**src/rtl/alu_pkg.sv**
```systemverilog
// ----------------------------------------------------------------------------
// alu_pkg : ALU op codes, decode class/funct codes, issue-entry and FSM types.
// Rev 1.0
// ----------------------------------------------------------------------------
`default_nettype none

package alu_pkg;

  localparam int unsigned ALU_W = 32;

  localparam logic [2:0] OP_ADD = 3'b000;
  localparam logic [2:0] OP_SUB = 3'b001;
  localparam logic [2:0] OP_AND = 3'b010;
  localparam logic [2:0] OP_OR  = 3'b011;
  localparam logic [2:0] OP_SLT = 3'b101;
  localparam logic [2:0] OP_BAD = 3'b111;

  localparam logic [1:0] CLS_ADD  = 2'b00;
  localparam logic [1:0] CLS_SUB  = 2'b01;
  localparam logic [1:0] CLS_RTYP = 2'b10;
  localparam logic [1:0] CLS_RSVD = 2'b11;

  localparam logic [5:0] FN_ADD = 6'b100000;
  localparam logic [5:0] FN_SUB = 6'b100010;
  localparam logic [5:0] FN_AND = 6'b100100;
  localparam logic [5:0] FN_OR  = 6'b100101;
  localparam logic [5:0] FN_SLT = 6'b101010;

  typedef struct packed {
    logic [ALU_W-1:0] a;
    logic [ALU_W-1:0] b;
    logic [2:0]       op;
    logic             illegal;
  } entry_t;

  typedef enum logic [1:0] {
    ST_EMPTY = 2'd0,
    ST_ONE   = 2'd1,
    ST_TWO   = 2'd2
  } state_e;

endpackage

`default_nettype wire

```
**src/rtl/alu_issue_stage_if.sv**
```systemverilog
// ----------------------------------------------------------------------------
// alu_issue_stage_if : decode-side and ALU-side handshake bundle of the stage.
// Rev 1.0
// ----------------------------------------------------------------------------
`default_nettype none

interface alu_issue_stage_if #(
  parameter int DATA_W = 32
);
  logic              in_valid;
  logic              in_ready;
  logic [DATA_W-1:0] in_a;
  logic [DATA_W-1:0] in_b;
  logic [1:0]        in_class;
  logic [5:0]        in_funct;
  logic              out_valid;
  logic              out_ready;
  logic [DATA_W-1:0] alu_a;
  logic [DATA_W-1:0] alu_b;
  logic [2:0]        alu_op;
  logic              illegal;

  modport master (
    output in_valid, in_a, in_b, in_class, in_funct, out_ready,
    input  in_ready, out_valid, alu_a, alu_b, alu_op, illegal
  );

  modport slave (
    input  in_valid, in_a, in_b, in_class, in_funct, out_ready,
    output in_ready, out_valid, alu_a, alu_b, alu_op, illegal
  );
endinterface

`default_nettype wire

```
**src/rtl/alu_op_decode.sv**
```systemverilog
// ----------------------------------------------------------------------------
// alu_op_decode : combinational class/funct to 3-bit ALU op plus illegal flag.
// Rev 1.0
// ----------------------------------------------------------------------------
`default_nettype none

module alu_op_decode
  import alu_pkg::*;
(
  input  logic [1:0] cls,
  input  logic [5:0] funct,
  output logic [2:0] op,
  output logic       illegal
);

  always_comb begin
    op      = OP_BAD;
    illegal = 1'b1;
    case (cls)
      CLS_ADD: begin op = OP_ADD; illegal = 1'b0; end
      CLS_SUB: begin op = OP_SUB; illegal = 1'b0; end
      CLS_RTYP: begin
        illegal = 1'b0;
        case (funct)
          FN_ADD:  op = OP_ADD;
          FN_SUB:  op = OP_SUB;
          FN_AND:  op = OP_AND;
          FN_OR:   op = OP_OR;
          FN_SLT:  op = OP_SLT;
          default: begin op = OP_BAD; illegal = 1'b1; end
        endcase
      end
      default: begin op = OP_BAD; illegal = 1'b1; end
    endcase
  end

endmodule

`default_nettype wire

```
**src/rtl/alu_issue_stage.sv**
```systemverilog
// ----------------------------------------------------------------------------
// alu_issue_stage : registered ALU issue stage, 2-entry skid buffer, flush.
// Optional ALU_ISSUE_STATS_EN adds saturating issue/stall counters. Rev 1.0
// ----------------------------------------------------------------------------
`default_nettype none

module alu_issue_stage
  import alu_pkg::*;
#(
  parameter int DATA_W = 32
`ifdef ALU_ISSUE_STATS_EN
  , parameter int CNT_W = 16
`endif
) (
  input  logic              clk,
  input  logic              rst_n,
  input  logic              flush,
  alu_issue_stage_if.slave  bus
`ifdef ALU_ISSUE_STATS_EN
  , output logic [CNT_W-1:0] stat_issued
  , output logic [CNT_W-1:0] stat_stall
`endif
);

  state_e state_q, state_d;
  entry_t main_q, main_d;
  entry_t skid_q, skid_d;
  logic   in_ready_q, in_ready_d;
  entry_t new_entry;
  logic   out_valid;
  logic   accept;
  logic   pop;

  alu_op_decode u_dec (
    .cls     (bus.in_class),
    .funct   (bus.in_funct),
    .op      (new_entry.op),
    .illegal (new_entry.illegal)
  );

  assign new_entry.a = bus.in_a[DATA_W-1:0];
  assign new_entry.b = bus.in_b[DATA_W-1:0];

  assign out_valid = (state_q != ST_EMPTY);
  assign accept    = bus.in_valid && in_ready_q;
  assign pop       = out_valid && bus.out_ready;

  always_comb begin
    state_d = state_q;
    main_d  = main_q;
    skid_d  = skid_q;
    case (state_q)
      ST_EMPTY: begin
        if (accept) begin
          state_d = ST_ONE;
          main_d  = new_entry;
        end
      end
      ST_ONE: begin
        if (accept && pop) begin
          main_d = new_entry;
        end else if (accept) begin
          state_d = ST_TWO;
          skid_d  = new_entry;
        end else if (pop) begin
          state_d = ST_EMPTY;
        end
      end
      ST_TWO: begin
        if (pop) begin
          state_d = ST_ONE;
          main_d  = skid_q;
        end
      end
      default: state_d = ST_EMPTY;
    endcase
    // Flush discards everything; data is left untouched so the ALU inputs stay quiet.
    if (flush) begin
      state_d = ST_EMPTY;
      main_d  = main_q;
      skid_d  = skid_q;
    end
    in_ready_d = (state_d != ST_TWO);
  end

  always_ff @(posedge clk or negedge rst_n) begin
    if (!rst_n) begin
      state_q    <= ST_EMPTY;
      main_q     <= '0;
      skid_q     <= '0;
      in_ready_q <= 1'b1;
    end else begin
      state_q    <= state_d;
      main_q     <= main_d;
      skid_q     <= skid_d;
      in_ready_q <= in_ready_d;
    end
  end

  assign bus.in_ready  = in_ready_q;
  assign bus.out_valid = out_valid;
  assign bus.alu_a     = main_q.a;
  assign bus.alu_b     = main_q.b;
  assign bus.alu_op    = main_q.op;
  assign bus.illegal   = main_q.illegal;

`ifdef ALU_ISSUE_STATS_EN
  logic [CNT_W-1:0] stat_issued_q, stat_issued_d;
  logic [CNT_W-1:0] stat_stall_q, stat_stall_d;

  // A pop in the flush cycle is still consumed downstream, so it is counted.
  always_comb begin
    stat_issued_d = stat_issued_q;
    stat_stall_d  = stat_stall_q;
    if (pop && !main_q.illegal && (stat_issued_q != {CNT_W{1'b1}}))
      stat_issued_d = stat_issued_q + 1'b1;
    if (out_valid && !bus.out_ready && (stat_stall_q != {CNT_W{1'b1}}))
      stat_stall_d = stat_stall_q + 1'b1;
  end

  always_ff @(posedge clk or negedge rst_n) begin
    if (!rst_n) begin
      stat_issued_q <= '0;
      stat_stall_q  <= '0;
    end else begin
      stat_issued_q <= stat_issued_d;
      stat_stall_q  <= stat_stall_d;
    end
  end

  assign stat_issued = stat_issued_q;
  assign stat_stall  = stat_stall_q;
`endif

endmodule

`default_nettype wire

```
**src/flat_wrapper.sv**
```systemverilog
// flat-port wrapper written by rule: the top's interface ports become plain ports
module alu_issue_stage_flat import alu_pkg::*;
#(
  parameter int DATA_W = 32

)
  (clk, rst_n, flush, bus_in_valid, bus_in_a, bus_in_b, bus_in_class, bus_in_funct, bus_out_ready, bus_in_ready, bus_out_valid, bus_alu_a, bus_alu_b, bus_alu_op, bus_illegal);
  alu_issue_stage_if #(.DATA_W(DATA_W)) bus_i ();
  input  logic clk;
  input  logic rst_n;
  input  logic flush;
  input wire logic [$bits(bus_i.in_valid)-1:0] bus_in_valid;
  input wire logic [$bits(bus_i.in_a)-1:0] bus_in_a;
  input wire logic [$bits(bus_i.in_b)-1:0] bus_in_b;
  input wire logic [$bits(bus_i.in_class)-1:0] bus_in_class;
  input wire logic [$bits(bus_i.in_funct)-1:0] bus_in_funct;
  input wire logic [$bits(bus_i.out_ready)-1:0] bus_out_ready;
  output wire logic [$bits(bus_i.in_ready)-1:0] bus_in_ready;
  output wire logic [$bits(bus_i.out_valid)-1:0] bus_out_valid;
  output wire logic [$bits(bus_i.alu_a)-1:0] bus_alu_a;
  output wire logic [$bits(bus_i.alu_b)-1:0] bus_alu_b;
  output wire logic [$bits(bus_i.alu_op)-1:0] bus_alu_op;
  output wire logic [$bits(bus_i.illegal)-1:0] bus_illegal;
  assign bus_i.in_valid = bus_in_valid;
  assign bus_i.in_a = bus_in_a;
  assign bus_i.in_b = bus_in_b;
  assign bus_i.in_class = bus_in_class;
  assign bus_i.in_funct = bus_in_funct;
  assign bus_i.out_ready = bus_out_ready;
  assign bus_in_ready = bus_i.in_ready;
  assign bus_out_valid = bus_i.out_valid;
  assign bus_alu_a = bus_i.alu_a;
  assign bus_alu_b = bus_i.alu_b;
  assign bus_alu_op = bus_i.alu_op;
  assign bus_illegal = bus_i.illegal;
  alu_issue_stage #(.DATA_W(DATA_W)) u_core (.clk(clk), .rst_n(rst_n), .flush(flush), .bus(bus_i));
endmodule
```
**config.mk**
```make
export PLATFORM = sky130hd
export DESIGN_NAME = alu_issue_stage_flat
export DESIGN_NICKNAME = d
export VERILOG_FILES = /design/src/rtl/alu_pkg.sv /design/src/rtl/alu_issue_stage_if.sv /design/src/rtl/alu_op_decode.sv /design/src/rtl/alu_issue_stage.sv /design/src/flat_wrapper.sv
export SDC_FILE = /design/constraint.sdc
export NUM_CORES = 1
export LEC_CHECK = 0
export ABC_CLOCK_PERIOD_IN_PS = 1800
export CAP_MARGIN = 20
export CORE_MARGIN = 4
export CORE_UTILIZATION = 45
export CTS_CLUSTER_SIZE = 12
export DETAILED_ROUTE_END_ITERATION = 7
export PLACE_DENSITY = 0.76
export SYNTH_ARGS = -nofsm -noshare
export SYNTH_HDL_FRONTEND = slang
export SYNTH_SLANG_ARGS = --single-unit
```
**constraint.sdc**
```tcl
create_clock -name clk -period 1.8 [get_ports clk]
set_input_delay 0.36 -clock clk [delete_from_list [all_inputs] [get_ports clk]]
set_output_delay 0.36 -clock clk [all_outputs]
set_load 0.1 [all_outputs]
```
==> flow_summary_export.csv, run 1 <==
group,metric,value,unit
place,port_buffers,146,
global_route,grt_overflow,0,
setup_path,cp_cell_sequence,"nand2_2 > or3_4 > a21oi_4 > buf_4 > clkbuf_16 > mux2_2",
drt,vias,4757,
setup_path,cp_slowest_stage_delay,0.61,ns
synthesis,ys_seq_area_share,56.7,%
die,start_util,46.1,%
setup_path,r2r_slack,-0.17,ns
clock_tree,clkSinkCount,139,
power,power_density,1390,nW/um2
clock_tree,cts_buffers,17,
synthesis,postSynthCellCount,539,
die,rows,42,
synthesis,yosysWarnings,0,
setup_path,cp_slowest_cell,"dfstp_4",
timing,max_freq,508,MHz
setup_path,path_buf_inv,2,
synthesis,synth_nets,616,
run_status,status,"finished, violations left",
drt,wl_per_cell,18.7,um
final_layout,n_antenna_cell,0,
synthesis,synthesis.area,6130,um2
setup_path,r2r-start,"u_core.bus.in_ready",
drt,drt_iter0_markers,304,
clock_tree,htreeDepth,4,
die,ios,147,
synthesis,syn_avg_cell_area,11.4,um2
final_layout,drive_gt1_share,37.3,%
synthesis,ys_top_cells_by_area,"dfrtp_1 56%, mux2_2 21%, nand2_1 12%",
synthesis,synth_top_area_cell,"dfrtp_1",
setup_path,worstRegToRegCells,6,
place,place.gp.congestion,0.774,
job,cap_violations,0,
setup_path,required,2.10,ns
die,dieArea,15600,um2
setup_path,critPathMaxFanout,10,
clock_tree,cts-root-buf,"clkbuf_16",
place,placed_area,8690,um2
power,p_leak,0.00452,uW
final_layout,fillCellCount,852,
final_layout,design_area,9700,um2
timing,rsz0062_at_grt,"yes",
power,ir_drop,1.03,mV
global_route,antenna_found_initial,0,
die,core,13300,um2
clock_tree,clk_path_buf_depth,2,
timing,finalSetupViolCount,122,
global_route,grt_pass1_vias,5156,
global_route,gr-usage-all-layers,21.2,%
final_layout,layout.area.seq,3480,um2
final_layout,final_nets,803,
setup_path,crit_family,"flip-flops",
timing,fin_crit,1.97,ns
timing,finalClockSkew,0.00560,ns
drt,wl,17100,um
drt,drtPass1Iterations,4,
final_layout,multiInputGateArea,2520,um2
global_route,grt_pass1_wl,26400,um
timing,worst_slew_pin_slew,0.455,ns
clock_tree,cts_tree,"done",
timing,hold_viol,0,
setup_path,arrival,2.26,ns
clock_tree,worstSkewPairLatency,0.41,ns
setup_path,worst_setup_path_start_kind,"register",
run_status,violations,"negative setup slack",
timing,period_share,109,%
drt,antenna_left,0,
setup_path,crit_type,"register to register",
timing,finalMaxSlewViolations,0,
synthesis,yosysUniqueCellTypes,30,
final_layout,area_delta_synth_final,58.2,%
timing,tns,-12.36,ns
timing,maxSlewHeadroom,69.2,%
synthesis,yosysTopAreaCellShare,56.3,%
die,fp.dieW,125,um
drt,post-route-drc-count,0,
global_route,grt_max_degree,55,
synthesis,synth-seq-cells,139,
hold_path,hold_path.class,"input pin to asynchronous set/reset pin",
drt,viasPerCell,5.20,
setup_path,end_kind,"register",
die,die_h,125,um
clock_tree,path_clk_slew,0.06,ns
timing,final.setup.worst_slack,-0.168,ns
place,hpwlAfterDp,10300,um
setup_path,r2r_end,"u_core.bus.alu_b[1]",
-- repair_timing --
| item | in CTS | in global routing |
|---|---|---|
| resized for setup | 9 | 5 |
| gates cloned | 3 | 11 |
| endpoints found under the setup margin | 113 | 132 |
| hold endpoints to repair | 38 | 0 |
| setup buffers | 4 | 4 |
| hold buffers | 1 | 0 |
-- worst reg2reg max path, stage by stage, from the launching register on --
cell and delay (ns):
dfstp_4 0.61, nand2_2 0.06, or3_4 0.34, a21oi_4 0.15, buf_4 0.17, clkbuf_16 0.18, mux2_2 0.35
-- cells in the final DEF, fill, tap and decap left out, drive strengths merged, types with 2 or more instances in the layout --
cell type	n
o31ai	2
buf	114
nor2b	3
inv	2
nor2	5
clkdlybuf4s50	75
dfrtp	138
nand2b	2
nand2	202
a21oi	3
o21ai	4
or4	2
clkbuf	26
nand3b	2
clkinv	5
clkinvlp	5
bufinv	3
mux2	133
-- logic make-up (layout without fill, tap and decap cells) --
family,Yosys count,count (layout),synth area share (%)
mux,134,134,24.6
simple gates,221,221,14.3
buf+inv,32,231,2.75
compound gates,13,13,1.57
flops,139,139,56.7
-- per-stage QoR --
| stage | instances | worst slack, ns | power (uW) | hold WS (ns) | util [%] |
|---|---|---|---|---|---|
| 2_1_floorplan | 539 | -0.319 | 7730 | 0.0644 | - |
| 3_3_place_gp | 860 | -0.457 | 9860 | 0.319 | 65.3 |
| 3_5_place_dp | 860 | -0.520 | 10000 | 0.320 | 65.3 |
| 4_1_cts | 899 | -0.160 | 13500 | 0.454 | 70.9 |
| 5_1_grt | 914 | -0.214 | 14000 | 0.473 | 73.0 |
| 6_report | 914 | -0.168 | 13500 | 0.442 | 73.0 |
-- cell type report --
class / count / area share (%)
clock inverters: 13 / 1.57
clock buffers: 18 / 4.42
multi-input cells: 368 / 26.0
repair buffers: 198 / 29.8
inverters: 2 / 0.0774
well taps: 176 / 2.27
flip-flops and latches: 139 / 35.9
-- state kept, by name, indices dropped and copies added, names as in the netlist --
signal	count
u_core.skid_q	68
u_core.bus.alu_a	32
u_core.bus.illegal	1
u_core.bus.alu_b	32
u_core.bus.in_ready	1
u_core.bus.alu_op	3
u_core.state_q	2
-- routing by layer --
metal | share of wire (%) | up-vias | wire, um | track usage, %
met5 | 0 | - | 0 | 0
met1 | 42 | 2425 | 7140 | 25.3
met2 | 51 | 137 | 8660 | 35.9
met3 | 5.8 | 23 | 1000 | 6.90
met4 | 1.9 | 0 | 321 | 7.54
li1 | - | 2172 | - | -
-- worst max-delay path by stage --
stage / from / endpoint / slack (ns) / cells after the start
after global routing: u_core.bus.in_ready / u_core.bus.alu_a[22] / -0.21 / 6
after global placement: bus_out_ready / u_core.bus.alu_b[8] / -0.46 / 6
after detailed placement: bus_out_ready / u_core.bus.alu_b[8] / -0.52 / 6
final: u_core.bus.in_ready / u_core.bus.alu_b[1] / -0.17 / 6
after floorplan: u_core.bus.in_ready / u_core.bus.alu_b[13] / -0.32 / 6
after CTS: u_core.bus.in_ready / u_core.bus.alu_a[17] / -0.16 / 6
-- cell usage after synthesis --
cell type / number
buf_2: 9
mux2i_1: 1
buf_1: 3
nor4b_1: 1
o31ai_1: 2
nand2b_1: 2
clkbuf_1: 11
nor2_1: 5
o21ai_0: 4
a211o_1: 1
a21oi_4: 1
buf_6: 3
inv_1: 2
nor4_1: 1
o22a_1: 1
a21oi_1: 2
and3b_1: 1
dfrtp_1: 138
nor2b_1: 3
mux2_1: 20
o2bb2ai_1: 1
nand3b_1: 2
buf_4: 4
a22o_1: 1
or4_1: 2
mux2_2: 113
or2_2: 1
or3_4: 1
nand2_1: 202
dfstp_2: 1
-- report_power, final --
part,switching [uW],leakage [uW],internal [uW]
clock network,1280,0.000273,2150
logic,3260,0.00258,2230
registers,650,0.00168,3940
No activity file was read; power rests on OpenSTA's default activity.
==> inputs of run 2 (changes only) <==
- CORE_UTILIZATION: 45 -> 46
- CTS_BUF_LIST: not set -> sky130_fd_sc_hd__clkbuf_8
- PLACE_DENSITY: 0.76 -> 0.78
==> run 2 against run 1 <==
  * The run still ends with negative setup slack left
  * Largest power group unchanged
  * Fmax fell by 1.3%
  * Flip-flop and latch count unchanged
  * Critical path type unchanged
  * First-iteration DRC count is 11% higher
==> flow_summary_export.csv, run 2 (synthesized netlist as in run 1, its figures left out) <==
group,metric,value,unit
clock_tree,cts_tree,"done",
global_route,grt_overflow,0,
drt,drt_iter0_markers,337,
setup_path,crit_family,"flip-flops",
global_route,grt_pass1_wl,26100,um
final_layout,design_area,9640,um2
die,die_h,123,um
setup_path,cp_slowest_stage_delay,0.63,ns
final_layout,area_delta_synth_final,57.3,%
power,power_density,1330,nW/um2
timing,worst_slew_pin_slew,0.551,ns
timing,fin_crit,1.99,ns
setup_path,crit_type,"register to register",
setup_path,cp_cell_sequence,"nand2_2 > or3_4 > a21oi_4 > buf_12 > buf_12 > mux2_1",
power,ir_drop,1.09,mV
clock_tree,clk_path_buf_depth,2,
global_route,gr-usage-all-layers,22.6,%
timing,finalMaxSlewViolations,0,
timing,hold_viol,0,
final_layout,final_cell_mix,"201 x nand2_1, 138 x dfrtp_1, 104 x mux2_2",
final_layout,final_nets,803,
setup_path,critPathMaxFanout,18,
setup_path,required,2.13,ns
die,fp.dieW,123,um
setup_path,r2r_end,"u_core.bus.alu_b[22]",
drt,wl,17000,um
timing,finalClockSkew,0.0111,ns
final_layout,largest_register,"u_core.skid_q",
timing,period_share,111,%
hold_path,hold_path.class,"input pin to asynchronous set/reset pin",
drt,viasPerCell,5.26,
setup_path,path_buf_inv,2,
timing,final.setup.worst_slack,-0.194,ns
place,port_buffers,146,
die,start_util,47.8,%
setup_path,worstRegToRegCells,6,
setup_path,end_kind,"register",
setup_path,r2r_slack,-0.19,ns
power,p_leak,0.00456,uW
die,rows,41,
setup_path,arrival,2.32,ns
drt,antenna_left,0,
timing,maxSlewHeadroom,62.7,%
job,cap_violations,0,
final_layout,largest_reg_flops,68,
clock_tree,worstSkewPairLatency,0.45,ns
final_layout,fillCellCount,809,
timing,finalSetupViolCount,132,
global_route,antenna_found_initial,0,
place,place.gp.congestion,0.838,
die,core,12800,um2
setup_path,cp_slowest_cell,"dfstp_4",
setup_path,r2r-start,"u_core.bus.in_ready",
final_layout,n_antenna_cell,0,
die,dieArea,15200,um2
timing,rsz0062_at_grt,"yes",
clock_tree,cts_buffers,17,
final_layout,layout.area.seq,3480,um2
drt,wl_per_cell,18.7,um
clock_tree,clkSinkCount,139,
setup_path,worst_setup_path_start_kind,"register",
clock_tree,path_clk_slew,0.07,ns
run_status,status,"finished, violations left",
global_route,grt_max_degree,45,
clock_tree,cts-root-buf,"clkbuf_8",
global_route,grt_pass1_vias,5186,
final_layout,drive_gt1_share,39.1,%
drt,post-route-drc-count,0,
setup_path,cpMostUsedCell,"buf_12",
drt,vias,4788,
drt,drtPass1Iterations,4,
final_layout,fin_util,75.2,%
power,p_total,12900,uW
final_layout,final_common_cell,"nand2_1",
die,ios,147,
timing,tns,-16.51,ns
run_status,violations,"negative setup slack",
timing,max_freq,501,MHz
place,hpwlAfterDp,11200,um
place,pre_cts_slack,-0.504,ns
place,placed_area,8740,um2
clock_tree,htreeDepth,4,
final_layout,multiInputGateArea,2600,um2
run 2: changes by cell type in the layout (fill, tap and decap cells not counted), sizes merged:
cell,delta
buf,+4
clkinvlp,-5
clkinv,-1
inv,+3
run 2: metal layers:
layer  GRT usage (%)  wire length, um  vias to the layer above
met2            39.9             9140                      185
met1            26.1             6430                     2417
met4            8.44              320                        0
met3            6.50             1140                       29
met5               0                0                        -
li1                -                -                     2157
run 2: worst max path at each step:
stage,slack [ns],depth (start not counted),start,endpoint
floorplan,-0.32,6,u_core.bus.in_ready,u_core.bus.alu_b[13]
global placement,-0.43,6,bus_out_ready,u_core.bus.illegal
detailed placement,-0.50,6,bus_out_ready,u_core.bus.alu_b[5]
CTS,-0.20,6,u_core.bus.in_ready,u_core.bus.alu_a[10]
global route,-0.22,6,u_core.bus.in_ready,u_core.bus.alu_b[22]
finish,-0.19,6,u_core.bus.in_ready,u_core.bus.alu_b[22]
run 2: cell type report:
type	instances	share of cell area (%)
Clock inverter	10	1.26
Multi-Input combinational cell	368	27.0
Clock buffer	22	3.14
Tap cell	172	2.23
Timing Repair Buffer	198	30.2
Sequential cell	139	36.1
Inverter	2	0.0779
run 2: metrics by stage:
step	hold WS [ns]	cells
4_1_cts	0.379	910
6_report	0.379	911
5_1_grt	0.399	911
3_5_place_dp	0.303	864
3_3_place_gp	0.292	864
2_1_floorplan	0.0644	539
run 2: worst register-to-register path, cell delays in order, from the launching register on:
cell     delay, ns
dfstp_4       0.63
nand2_2       0.06
or3_4         0.34
a21oi_4       0.18
buf_12        0.14
buf_12        0.17
mux2_1        0.36
run 2: timing repair:
action,CTS,global route
resized for setup,35,21
hold buffers,1,0
endpoints found under the setup margin,128,138
cloned,6,4
buffers inserted,7,0
hold endpoints to repair,34,0
pin swaps,3,2
run 2: where the power goes:
part	switching (uW)	internal, uW	total, uW
clock network	1130	1530	2670
logic	3290	2310	5590
registers	663	3930	4600
total	5080	7770	12900
==> inputs of run 3 (changes only) <==
- CORE_UTILIZATION: 46 -> 45
- CTS_BUF_LIST: sky130_fd_sc_hd__clkbuf_8 -> sky130_fd_sc_hd__clkbuf_16
- PLACE_DENSITY: 0.78 -> 0.76
==> run 3 against run 2 <==
  * The run still ends with negative setup slack left
  * Wire length increased by 0.85%
  * Die area increased by 2.1%
  * Largest cell class unchanged
  * Critical path type unchanged
  * Fmax increased by 1.5%
  * Setup slack improved by 0.030 ns
  * Highest routed layer unchanged
  * Sequential share of layout area decreased by 0.22 points
  * Power increased by 5.2%
  * Sequential power about the same
  * Final cell count increased by 0.33%
==> flow_summary_export.csv, run 3 (synthesized netlist as in run 1, its figures left out) <==
group,metric,value,unit
setup_path,cp.depth,6,
timing,final.setup.worst_slack,-0.165,ns
final_layout,n_antenna_cell,0,
power,ir_drop,1.03,mV
power,power_frac_clock,25.4,%
place,place.gp.congestion,0.774,
run_status,status,"finished, violations left",
power,p_int,8320,uW
place,port_buffers,146,
hold_path,hold_path.class,"input pin to asynchronous set/reset pin",
timing,max_freq,509,MHz
setup_path,r2r_end,"u_core.bus.alu_b[1]",
timing,finalSetupViolCount,122,
power,power_density,1390,nW/um2
place,hpwlAfterDp,10300,um
run_status,violations,"negative setup slack",
drt,antenna_left,0,
final_layout,final_common_cell,"nand2_1",
job,cap_violations,0,
die,rows,42,
final_layout,final_cell_mix,"201 x nand2_1, 138 x dfrtp_1, 110 x mux2_2",
die,die_h,125,um
timing,rsz0062_at_grt,"yes",
drt,drtPass1Iterations,4,
power,seqPwrFrac,33.9,%
timing,fin_crit,1.96,ns
final_layout,area_delta_synth_final,58.2,%
power,switchingPower,5210,uW
power,switching_share,38.5,%
setup_path,path_buf_inv,2,
final_layout,design_area,9700,um2
setup_path,r2r_slack,-0.16,ns
drt,vias,4767,
setup_path,r2r-start,"u_core.bus.in_ready",
die,dieArea,15600,um2
timing,tns,-12.41,ns
clock_tree,cts_tree,"done",
setup_path,end_kind,"register",
setup_path,arrival,2.27,ns
final_layout,largest_register,"u_core.skid_q",
clock_tree,path_clk_slew,0.06,ns
die,ios,147,
global_route,grt_pass1_vias,5156,
timing,period_share,109,%
global_route,grt_max_degree,55,
drt,wl,17200,um
setup_path,worstRegToRegCells,6,
place,placed_area,8690,um2
setup_path,crit_family,"flip-flops",
setup_path,critPathMaxFanout,10,
drt,viasPerCell,5.22,
timing,finalClockSkew,0.00426,ns
setup_path,cp_slowest_cell,"dfstp_4",
final_layout,largest_reg_flops,68,
final_layout,fillCellCount,855,
setup_path,cp_cell_sequence,"nand2_2 > or3_4 > a21oi_4 > buf_4 > clkbuf_16 > mux2_2",
global_route,grt_pass1_wl,26400,um
global_route,grt_overflow,0,
final_layout,final_nets,803,
die,fp.dieW,125,um
global_route,antenna_found_initial,0,
drt,drt_iter0_markers,313,
setup_path,cp_slowest_stage_delay,0.61,ns
timing,finalMaxSlewViolations,0,
power,p_leak,0.00453,uW
setup_path,crit_type,"register to register",
setup_path,worst_setup_path_start_kind,"register",
power,pwr-share-comb,40.6,%
timing,maxSlewHeadroom,69.6,%
drt,wl_per_cell,18.8,um
clock_tree,htreeDepth,4,
clock_tree,cts_buffers,17,
timing,worst_slew_pin_slew,0.450,ns
timing,hold_viol,0,
die,core,13300,um2
clock_tree,clkSinkCount,139,
setup_path,required,2.10,ns
clock_tree,clk_path_buf_depth,2,
global_route,gr-usage-all-layers,21.2,%
die,start_util,46.1,%
clock_tree,cts-root-buf,"clkbuf_16",
final_layout,drive_gt1_share,37.3,%
clock_tree,worstSkewPairLatency,0.42,ns
drt,post-route-drc-count,0,
==> run 3: cell count changes in the layout (fill, tap and decap cells not counted), sizes merged <==
cell,previous run,this run
clkinvlp,0,5
buf,118,114
inv,5,3
clkbuf,26,25
clkinv,4,5
==> run 3: worst max-delay path by stage <==
stage / start / end / slack [ns]
2_1_floorplan: u_core.bus.in_ready / u_core.bus.alu_b[13] / -0.32
3_3_place_gp: bus_out_ready / u_core.bus.alu_b[8] / -0.46
3_5_place_dp: bus_out_ready / u_core.bus.alu_b[8] / -0.52
4_1_cts: u_core.bus.in_ready / u_core.bus.alu_a[17] / -0.16
5_1_grt: u_core.bus.in_ready / u_core.bus.alu_a[22] / -0.22
6_report: u_core.bus.in_ready / u_core.bus.alu_b[1] / -0.16
==> run 3: cell type report <==
cell class	count	area, um2	share of cell area [%]
Sequential cell	139	3480	35.9
Multi-Input combinational cell	368	2520	26.0
Clock buffer	17	425	4.38
Inverter	2	7.51	0.0774
Clock inverter	14	156	1.61
Timing Repair Buffer	198	2890	29.8
Tap cell	176	220	2.27
==> run 3: per-stage QoR <==
step	instances	total power, uW	hold slack (ns)	utilization (%)	worst slack [ns]
finish	914	13500	0.442	73.0	-0.165
global route	914	14000	0.474	73.0	-0.216
CTS	899	13500	0.454	70.9	-0.160
detailed placement	860	10000	0.320	65.3	-0.520
global placement	860	9860	0.319	65.3	-0.457
floorplan	539	7730	0.0644	-	-0.319
==> run 3: power by group through the flow <==
| stage | Combinational [uW] | Clock [uW] | Sequential [uW] |
|---|---|---|---|
| after detailed placement | 5400 | 0 | 4610 |
| after floorplan | 934 | 0 | 6800 |
| final | 5500 | 3440 | 4590 |
| after CTS | 5480 | 3470 | 4580 |
| after global placement | 5300 | 0 | 4560 |
| after global routing | 5700 | 3640 | 4680 |
==> run 3: per-layer routing <==
metal  routed length [um]  vias up  global-route usage (%)
met5                    0        -                       0
met4                  326        0                    7.54
met3                 1140       23                    6.90
met2                 8590      154                    35.9
met1                 7110     2422                    25.3
li1                     -     2168                       -
==> run 3: timing repair <==
item | CTS | global route
hold buffers | 1 | 0
buffers inserted | 4 | 4
setup endpoints to repair | 113 | 132
gates resized for setup | 9 | 5
endpoints found under the hold margin | 38 | 0
cloned | 3 | 11
